**config.mk**
```make
export PLATFORM = sky130hd
export DESIGN_NAME = fetch_ctrl
export DESIGN_NICKNAME = d
export VERILOG_FILES = /design/src/rtl/fetch_ctrl.sv
export SDC_FILE = /design/constraint.sdc
export NUM_CORES = 1
export LEC_CHECK = 0
export CORE_MARGIN = 2
export CORE_UTILIZATION = 41
export DETAILED_ROUTE_END_ITERATION = 6
export GPL_ROUTABILITY_DRIVEN = 0
export PLACE_DENSITY = 0.8
export SLEW_MARGIN = 20
export SYNTH_ARGS = -nofsm -noshare
export SYNTH_HDL_FRONTEND = slang
export SYNTH_SLANG_ARGS = --single-unit
```
**constraint.sdc**
```tcl
create_clock -name clk_i -period 4.07 [get_ports clk_i]
set_input_delay 0.814 -clock clk_i [delete_from_list [all_inputs] [get_ports clk_i]]
set_output_delay 0.814 -clock clk_i [all_outputs]
set_load 0.005 [all_outputs]
```
**src/rtl/fetch_ctrl.sv**
```systemverilog
// Fetch sequencer: owns the PC, reads instr_mem combinationally and buffers
// fetched words with their PCs in a small FIFO that feeds decode over valid/ready.
module fetch_ctrl #(
    parameter logic [15:0] RESET_PC   = 16'h0000,
    parameter int          PC_STEP    = 4,
    parameter int          FIFO_DEPTH = 2,
    parameter int          CNT_W      = $clog2(FIFO_DEPTH + 1)
) (
    input  logic             clk_i,
    input  logic             rst_i,
    input  logic             en_i,
    input  logic             redirect_i,
    input  logic [15:0]      redirect_pc_i,
    output logic [15:0]      imem_addr_o,
    input  logic [15:0]      imem_instr_i,
    output logic             instr_valid_o,
    input  logic             instr_ready_i,
    output logic [15:0]      instr_o,
    output logic [15:0]      instr_pc_o,
    output logic [CNT_W-1:0] count_o
);

    localparam int          PTR_W  = (FIFO_DEPTH > 1) ? $clog2(FIFO_DEPTH) : 1;
    localparam logic [15:0] PC_INC = 16'(PC_STEP);

    logic [15:0]      pc_q;
    logic [CNT_W-1:0] count_q;
    logic [CNT_W-1:0] count_d;
    logic [PTR_W-1:0] head_q;
    logic [PTR_W-1:0] tail_q;
    logic [15:0]      instr_mem_q [FIFO_DEPTH];
    logic [15:0]      pc_mem_q    [FIFO_DEPTH];
    logic             full;
    logic             pop;
    logic             push;

    // Redirect targets are word aligned, so the low address bits are dropped.
    logic unused_redirect_bits;
    assign unused_redirect_bits = ^redirect_pc_i[1:0];

    function automatic logic [PTR_W-1:0] ptr_inc(input logic [PTR_W-1:0] p);
        return (p == PTR_W'(FIFO_DEPTH - 1)) ? '0 : p + PTR_W'(1);
    endfunction

    assign imem_addr_o   = pc_q;
    assign count_o       = count_q;
    assign instr_valid_o = (count_q != '0);
    assign instr_o       = instr_mem_q[head_q];
    assign instr_pc_o    = pc_mem_q[head_q];

    assign full = (count_q == CNT_W'(FIFO_DEPTH));
    assign pop  = instr_valid_o & instr_ready_i;
    // A full buffer may still accept a fetch when decode drains the head this cycle.
    assign push = en_i & ~redirect_i & (~full | pop);

    always_comb begin
        count_d = count_q;
        case ({push, pop})
            2'b10:   count_d = count_q + CNT_W'(1);
            2'b01:   count_d = count_q - CNT_W'(1);
            default: count_d = count_q;
        endcase
    end

    always_ff @(posedge clk_i) begin
        if (rst_i) begin
            pc_q    <= RESET_PC;
            count_q <= '0;
            head_q  <= '0;
            tail_q  <= '0;
            for (int i = 0; i < FIFO_DEPTH; i++) begin
                instr_mem_q[i] <= '0;
                pc_mem_q[i]    <= '0;
            end
        end else if (redirect_i) begin
            // A coinciding pop was already taken by decode; the rest is flushed.
            pc_q    <= {redirect_pc_i[15:2], 2'b00};
            count_q <= '0;
            head_q  <= '0;
            tail_q  <= '0;
        end else begin
            if (push) begin
                instr_mem_q[tail_q] <= imem_instr_i;
                pc_mem_q[tail_q]    <= pc_q;
                tail_q              <= ptr_inc(tail_q);
                pc_q                <= pc_q + PC_INC;
            end
            if (pop) begin
                head_q <= ptr_inc(head_q);
            end
            count_q <= count_d;
        end
    end

endmodule

```
==> impl_metrics.yaml, run 1 <==
outcome:
  status: "finished clean"
cells_and_area:
  final_nets: 409
  drive_above_1_share_pct: 14.1
  post_layout_nonfiller_instances: 484
  antenna_cells: 0
  syn2layout_area_growth_pct: 31.0
logic_synthesis:
  synth_xor_area_share_pct: 1.95
  ys_warn_count: 0
  synthMuxAreaShare_pct: 9.94
  synth_compound_area_share_pct: 5.18
  synth_area_mm2: 0.00360
  synth_edf_count: 60
  syn_inst: 290
  yosys.area_share.simple_pct: 18.9
  synthTopCellsByArea: "edfxtp_1 50%, dfxtp_1 11%, and2_1 10%"
  yosys_register_bits: 79
  synth_top_cell_by_area: "edfxtp_1"
  async_flop_share_pct: 0
  synth_top_family_by_area: "simple AND/OR/NAND/NOR gates"
  synth_fa_ha_area_share_pct: 0.347
  synth_flop_cell: "edfxtp_1"
  synth_top_area_share_pct: 50.0
  synth_cell_types: 36
  ys_seq_area_share_pct: 60.6
  synth.avg_cell_area_um2: 12.4
setup_path:
  path_class: "register to primary output"
  slowest_stage: "clkdlybuf4s50_1"
  crit_chain: "buf_4, mux2_2, clkdlybuf4s50_1"
  slowest_delay_ps: 480
  start_kind: "register"
  cp.arrival_ps: 1880
  crit_path_end_kind: "primary output"
  crit_required_ps: 3260
  rr_startpoint: "imem_addr_o[3]"
  crit_fanout: 30
route:
  routed_wl_um: 7340
  drt_pre_antenna_iters: 4
  num_vias: 2457
  viasPerCell: 5.08
  routed_wire_length_per_instance_um: 15.2
  ant_nets: 0
  drc: 0
  first_iter_violations: 128
floorplanning:
  core_area_mm2: 0.00864
  dieArea_mm2: 0.00955
  start_util_pct: 41.7
  boundaryPins: 88
  fp-row-count: 34
  die-width_um: 97.7
  die_y_um: 97.7
power:
  leakage_uw: 0.00170
  power_frac_seq_pct: 56.5
  p_total_uw: 1660
  switching_share_pct: 21.5
  vdd_drop_max_mv: 0.124
  power_frac_clock_pct: 31.8
  p_switching_uw: 357
  p_per_area_mw_per_mm2: 352
  combPwrFrac_pct: 11.8
  p_int_uw: 1310
timing:
  hold_viol: 0
  finalWorstSetupSlack_ps: 1380
  period_share_pct: 66.1
  slew-limit-headroom_pct: 58.4
  finalSetupTns_ps: 0
  fmax_ghz: 0.372
  slew_viol_final: 0
  fin_crit_ps: 2690
  rsz0062_at_grt: "no"
  setup_viol: 0
  whs_ps: 504
  worst_pin_slew_ps: 615
  fin_skew_ps: 8.59
global_route:
  overflow: 0
  grt_first_pass_wirelength_um: 11900
  gr-usage-all-layers_pct: 15.9
  grt_pass1_vias: 2453
  grt_max_degree: 31
  grt_antenna_before_repair: 0
worst_hold_path:
  min_path_type: "register to register"
  min-delay-start: "head_q"
clocking:
  hold_buffers: 0
  cts_buffers: 9
  cts_setup_buffers: 0
  clock_latency_ps: 330
  clkSlewWorstSetupHoldPaths_ps: 70
  cts_buffer_depth: 2
  cts_root_buffer: "clkbuf_8"
  htreeDepth: 3
  cts_tree: "done"
  cts_resized: 0
  clkSinkCount: 79
place:
  dpl.hpwl_um: 4950
  dp_cells: 468
  dp_slack_ps: 1050
  portBuffers: 81
job:
  maxCapViolations: 0
==> cell usage after synthesis, types with 2 or more instances <==
| master | number |
|---|---|
| a211oi_1 | 7 |
| a311oi_1 | 8 |
| and2_1 | 59 |
| and4_1 | 2 |
| buf_2 | 2 |
| buf_4 | 4 |
| clkbuf_1 | 13 |
| dfxtp_1 | 19 |
| edfxtp_1 | 60 |
| inv_1 | 4 |
| mux2_2 | 30 |
| mux2i_1 | 2 |
| nand2_1 | 9 |
| nand3_1 | 6 |
| nand4_1 | 4 |
| nor2_1 | 19 |
| nor3_1 | 6 |
| o21ai_0 | 7 |
| or3_1 | 6 |
| xnor2_1 | 3 |
| xor2_1 | 5 |
==> per-stage QoR <==
stage	utilization [%]	cell area, um^2
floorplan	-	3610
global placement	52.5	4540
detailed placement	52.5	4540
CTS	54.6	4720
global route	54.6	4720
finish	54.6	4720
==> power by group through the flow <==
stage | clock network (uW) | registers (uW) | logic (uW)
after floorplan | 0 | 949 | 80.8
after global placement | 0 | 953 | 194
after global routing | 573 | 945 | 213
after CTS | 544 | 939 | 199
after detailed placement | 0 | 957 | 198
final | 528 | 938 | 196
==> worst paths after layout <==
kind,end,slack (ps),cells past startpoint
hold reg to reg,register,500,2
hold / removal,register,500,2
setup reg to reg,imem_addr_o[12],2000,5
setup / recovery,instr_pc_o[8],1380,3
==> critical path, delay by kind of cell (launching register included) <==
family / cells / cell delay [ps]
mux: 1 / 380
flops: 1 / 310
buf+inv: 2 / 840
==> flip-flops by register name, summed over array words and instances, names as in the netlist, named ones only <==
signal,flops
instr_mem_q,32
pc_mem_q,28
imem_addr_o,14
tail_q,1
head_q,1
count_o,2
==> per-layer routing <==
metal	vias to the layer above	share of wire [%]	global-route usage (%)
met5	-	0	0
met4	0	1.2	6.20
met3	9	4.5	3.31
met2	74	50	26.6
met1	1172	44	20.3
li1	1202	-	-
==> logic make-up (layout without fill, tap and decap cells) <==
kind of cell / count (synthesis) / count (layout)
AND/OR/NAND/NOR: 119 / 119
flip-flops: 79 / 79
multiplexers: 32 / 32
AO/OA/AOI/OAI: 26 / 26
buffers and inverters: 24 / 107
XOR/XNOR: 8 / 8
adder cells (fa/ha/maj): 1 / 1
other: 1 / 4
==> layout make-up <==
cell class / count / area [um^2]
Multi-Input combinational cell: 190 / 1350
Timing Repair Buffer: 86 / 848
Tap cell: 108 / 135
Fill cell: 745 / 3920
Sequential cell: 79 / 2180
Clock buffer: 16 / 181
Inverter: 5 / 18.8
==> placed cells by master (no fill, tap or decap), types with 2 or more instances in the layout <==
cell type and instances:
clkbuf_8 10, inv_1 4, clkdlybuf4s50_1 81, mux2_2 30, edfxtp_1 60, or3_1 6
and2_1 59, xor2_1 5, conb_1 4, a211oi_1 7, nor2_1 19, clkbuf_1 5
nand3_1 6, nand4_1 4, a311oi_1 8, xnor2_1 3, mux2i_1 2, dfxtp_1 19
nand2_1 9, buf_4 5, o21ai_0 6, and4_1 2, nor3_1 5
Power figures use the tool's default switching activity.
==> run 2, diff against run 1 <==
==> constraint.sdc (replaced) <==
create_clock -name clk_i -period 2.37 [get_ports clk_i]
set_input_delay 0.474 -clock clk_i [delete_from_list [all_inputs] [get_ports clk_i]]
set_output_delay 0.474 -clock clk_i [all_outputs]
set_load 0.005 [all_outputs]
==> impl_metrics.yaml, run 2 (same netlist as run 1, synthesis figures left out) <==
cells_and_area:
  drive_above_1_share_pct: 18.5
  antenna_cells: 0
  n_fill_cell: 754
  fin_util_pct: 56.5
  syn2layout_area_growth_pct: 35.4
  final-seq-area_mm2: 0.00218
  regMostFlops: "instr_mem_q"
  largest_reg_flops: 32
  final_area_mm2: 0.00488
  final_cell_mix: "81 x clkdlybuf4s50_1, 60 x edfxtp_1, 59 x and2_1, 30 x mux2_2, 19 x dfxtp_1"
  final_nets: 423
  post_layout_nonfiller_instances: 498
  multi_input_area_mm2: 0.00136
  layout_commonest_cell: "clkdlybuf4s50_1"
setup_path:
  timing.rr.end: "instr_mem_q[1][11]"
  cp.arrival_ps: 1770
  crit_required_ps: 1900
  rr_startpoint: "count_o[0]"
  crit_path_end_kind: "primary output"
  start_kind: "register"
  crit_fanout: 30
  rr_worst_depth: 3
  reg2reg_slack_ps: 300
  path_class: "register to primary output"
global_route:
  grt_first_pass_wirelength_um: 12100
  overflow: 0
  grt_max_degree: 31
  gr-usage-all-layers_pct: 16.2
  grt_antenna_before_repair: 0
  grt_pass1_vias: 2479
floorplanning:
  die-width_um: 97.7
  die_y_um: 97.7
  start_util_pct: 41.7
  fp-row-count: 34
  boundaryPins: 88
  dieArea_mm2: 0.00955
  core_area_mm2: 0.00864
power:
  p_total_uw: 2960
  p_per_area_mw_per_mm2: 607
  leakage_uw: 0.00178
  switching_share_pct: 23.3
  vdd_drop_max_mv: 0.336
  p_int_uw: 2270
  p_switching_uw: 688
  power_frac_clock_pct: 33.4
  combPwrFrac_pct: 12.1
  power_frac_seq_pct: 54.5
clocking:
  htreeDepth: 3
  cts_resized: 0
  clkSinkCount: 79
  hold_buffers: 0
  cts_setup_buffers: 0
  cts_root_buffer: "clkbuf_8"
  cts_tree: "done"
  cts_buffers: 9
  clock_latency_ps: 340
  clkSlewWorstSetupHoldPaths_ps: 90
  cts_buffer_depth: 2
timing:
  slew-limit-headroom_pct: 32.8
  rsz0062_at_grt: "no"
  finalWorstSetupSlack_ps: 129
  slew_viol_final: 0
  hold_viol: 0
  fmax_ghz: 0.446
  setup_viol: 0
  period_share_pct: 94.6
  fin_crit_ps: 2240
  fin_skew_ps: 11.5
  worst_pin_slew_ps: 1000
worst_hold_path:
  hold_depth: 2
  min_path_type: "register to register"
  min-delay-start: "head_q"
route:
  routed_wire_length_per_instance_um: 15.4
  routed_wl_um: 7680
  drc: 0
  drt_pre_antenna_iters: 4
  num_vias: 2534
  viasPerCell: 5.09
  first_iter_violations: 75
  ant_nets: 0
place:
  dpl_cell_area_mm2: 0.00468
  dp_slack_ps: -262
  dpl.hpwl_um: 5070
  portBuffers: 81
  dp_cells: 482
outcome:
  status: "finished clean"
job:
  maxCapViolations: 0
==> run 2: critical path: stages, from the launching register on <==
cell,delay [ps]
dfxtp_1,360
buf_12,220
mux2_2,360
clkdlybuf4s50_1,480
==> run 2: worst max-delay path by stage <==
stage / from / slack, ps / cells past startpoint / endpoint
6_report: register / 130 / 3 / instr_pc_o[9]
5_1_grt: instr_ready_i / 20 / 5 / pc_mem_q[1][5]
4_1_cts: register / 110 / 3 / instr_pc_o[9]
3_5_place_dp: instr_ready_i / -260 / 4 / instr_mem_q[1][14]
3_3_place_gp: instr_ready_i / -210 / 4 / instr_mem_q[1][3]
2_1_floorplan: en_i / 310 / 3 / instr_mem_q[0][0]
==> run 2: through the flow <==
step | TNS (ps) | hold WS (ps)
floorplan | 0 | 472
global placement | -11620 | 494
detailed placement | -14110 | 496
CTS | 0 | 521
global route | 0 | 548
finish | 0 | 520
==> run 2: power groups by stage <==
| stage | Clock [uW] | Sequential, uW | Combinational, uW |
|---|---|---|---|
| 6_report | 988 | 1610 | 357 |
| 5_1_grt | 1060 | 1620 | 386 |
| 4_1_cts | 1000 | 1610 | 362 |
| 3_5_place_dp | 0 | 1640 | 360 |
| 3_3_place_gp | 0 | 1640 | 355 |
| 2_1_floorplan | 0 | 1630 | 141 |
==> run 2: metal layers <==
metal  vias to the layer above  share of wire [%]  track usage (%)
li1                       1233                  -                -
met1                      1209                 45             20.9
met2                        81                 48             26.7
met3                        11                5.2             3.31
met4                         0                1.6             6.94
met5                         -                  0                0
==> run 2: final cells by class <==
cell class | count | share of cell area, %
Sequential cell | 79 | 44.7
Multi-Input combinational cell | 190 | 27.8
Timing Repair Buffer | 100 | 20.3
Tap cell | 108 | 2.77
Clock buffer | 9 | 2.54
Clock inverter | 7 | 1.46
Inverter | 5 | 0.385
==> run 3, diff against run 2 <==
--- a/config.mk
+++ b/config.mk
@@ -5,11 +5,12 @@
 export SDC_FILE = /design/constraint.sdc
 export NUM_CORES = 1
 export LEC_CHECK = 0
+export CORE_ASPECT_RATIO = 0.5
 export CORE_MARGIN = 2
-export CORE_UTILIZATION = 41
+export CORE_UTILIZATION = 45
 export DETAILED_ROUTE_END_ITERATION = 6
 export GPL_ROUTABILITY_DRIVEN = 0
-export PLACE_DENSITY = 0.8
+export PLACE_DENSITY = 0.86
 export SLEW_MARGIN = 20
 export SYNTH_ARGS = -nofsm -noshare
 export SYNTH_HDL_FRONTEND = slang
==> impl_metrics.yaml, run 3 (same netlist as run 1, synthesis figures left out) <==
clocking:
  cts_tree: "done"
  cts_root_buffer: "clkbuf_16"
  clkSlewWorstSetupHoldPaths_ps: 50
  clkSinkCount: 79
  cts_buffers: 9
  htreeDepth: 3
  clock_latency_ps: 330
  cts_buffer_depth: 2
  cts_setup_buffers: 0
  cts_resized: 0
  hold_buffers: 0
floorplanning:
  boundaryPins: 88
  fp-row-count: 22
  dieArea_mm2: 0.00878
  core_area_mm2: 0.00754
  start_util_pct: 47.7
  die-width_um: 131
  die_y_um: 67.3
cells_and_area:
  n_fill_cell: 548
  final_cell_mix: "81 x clkdlybuf4s50_1, 60 x edfxtp_1, 59 x and2_1, 30 x mux2_2"
  largest_reg_flops: 32
  post_layout_nonfiller_instances: 496
  drive_above_1_share_pct: 17.3
  layout_commonest_cell: "clkdlybuf4s50_1"
  fin_util_pct: 66.2
  final_nets: 422
  antenna_cells: 0
  final_area_mm2: 0.00499
  syn2layout_area_growth_pct: 38.6
  regMostFlops: "instr_mem_q"
timing:
  slew_viol_final: 0
  hold_viol: 0
  setup_viol: 0
  rsz0062_at_grt: "no"
  finalWorstSetupSlack_ps: 159
  finalSetupTns_ps: 0
  fin_skew_ps: 5.55
  fmax_ghz: 0.452
  fin_crit_ps: 2210
  period_share_pct: 93.3
place:
  dp_cells: 481
  portBuffers: 81
  dpl_cell_area_mm2: 0.00469
  dp_slack_ps: -91.9
  dpl.hpwl_um: 5330
global_route:
  grt_antenna_before_repair: 0
  met1_usage_pct: 23.5
  use_met2_pct: 37.4
  grtUsageMet3_pct: 4.20
  grt_first_pass_wirelength_um: 13300
  grt_max_degree: 31
  gr-usage-all-layers_pct: 20.2
  grt_pass1_vias: 2741
  grt.busiest_layer: "met2"
  overflow: 0
route:
  routed_wire_length_per_instance_um: 16.6
  drt_pre_antenna_iters: 4
  viasPerCell: 5.27
  num_vias: 2615
  drc: 0
  first_iter_violations: 208
  ant_nets: 0
  routed_wl_um: 8210
setup_path:
  start_kind: "register"
  rr_startpoint: "imem_addr_o[2]"
  crit_required_ps: 1900
  cp.arrival_ps: 1740
  reg2reg_slack_ps: 300
  crit_path_end_kind: "primary output"
  crit_fanout: 30
  rr_worst_depth: 5
  timing.rr.end: "imem_addr_o[12]"
  path_class: "register to primary output"
power:
  combPwrFrac_pct: 10.7
  p_per_area_mw_per_mm2: 675
  p_switching_uw: 685
  p_int_uw: 2690
  leakage_uw: 0.00184
  vdd_drop_max_mv: 0.401
  power_frac_seq_pct: 48.0
  switching_share_pct: 20.3
  power_frac_clock_pct: 41.3
outcome:
  status: "finished clean"
worst_hold_path:
  min-delay-start: "head_q"
  min_path_type: "register to register"
  hold_depth: 2
job:
  maxCapViolations: 0
==> run 3: power groups by stage <==
stage	combinational (uW)	clock (uW)	sequential (uW)
global route	389	1470	1630
finish	360	1390	1620
floorplan	141	0	1630
global placement	348	0	1640
CTS	363	1410	1620
detailed placement	357	0	1650
==> run 3: worst max-delay path by stage <==
stage / endpoint / slack, ps / from / cells past startpoint
2_1_floorplan: instr_mem_q[0][0] / 310 / en_i / 3
3_3_place_gp: imem_addr_o[15] / -30 / instr_ready_i / 5
3_5_place_dp: imem_addr_o[13] / -90 / instr_ready_i / 5
4_1_cts: instr_pc_o[12] / 140 / register / 3
5_1_grt: imem_addr_o[15] / 90 / instr_ready_i / 5
6_report: instr_pc_o[12] / 160 / register / 3
==> run 3: stage by stage <==
stage / hold WS [ps] / power (uW)
after floorplan: 472 / 1770
after global placement: 491 / 1980
after detailed placement: 509 / 2000
after CTS: 538 / 3390
after global routing: 569 / 3480
final: 534 / 3370
==> run 3: layout make-up <==
cell class	instances	area [um^2]	area share (%)
sequential	79	2180	43.7
multi-input combinational	190	1350	26.9
timing repair buffer	99	1010	20.2
clock buffer	9	225	4.51
tap	108	135	2.71
clock inverter	6	76.3	1.53
inverter	5	18.8	0.376
==> run 3: layer usage <==
metal  wire length, um  up-vias
li1                  -     1235
met1              3340     1289
met2              4400       71
met3               310       20
met4               157        0
met5                 0        -
==> run 3: worst max-delay path: stages, from the launching register on <==
cell	delay, ps
dfxtp_1	360
buf_12	210
mux2_2	360
clkdlybuf4s50_1	470
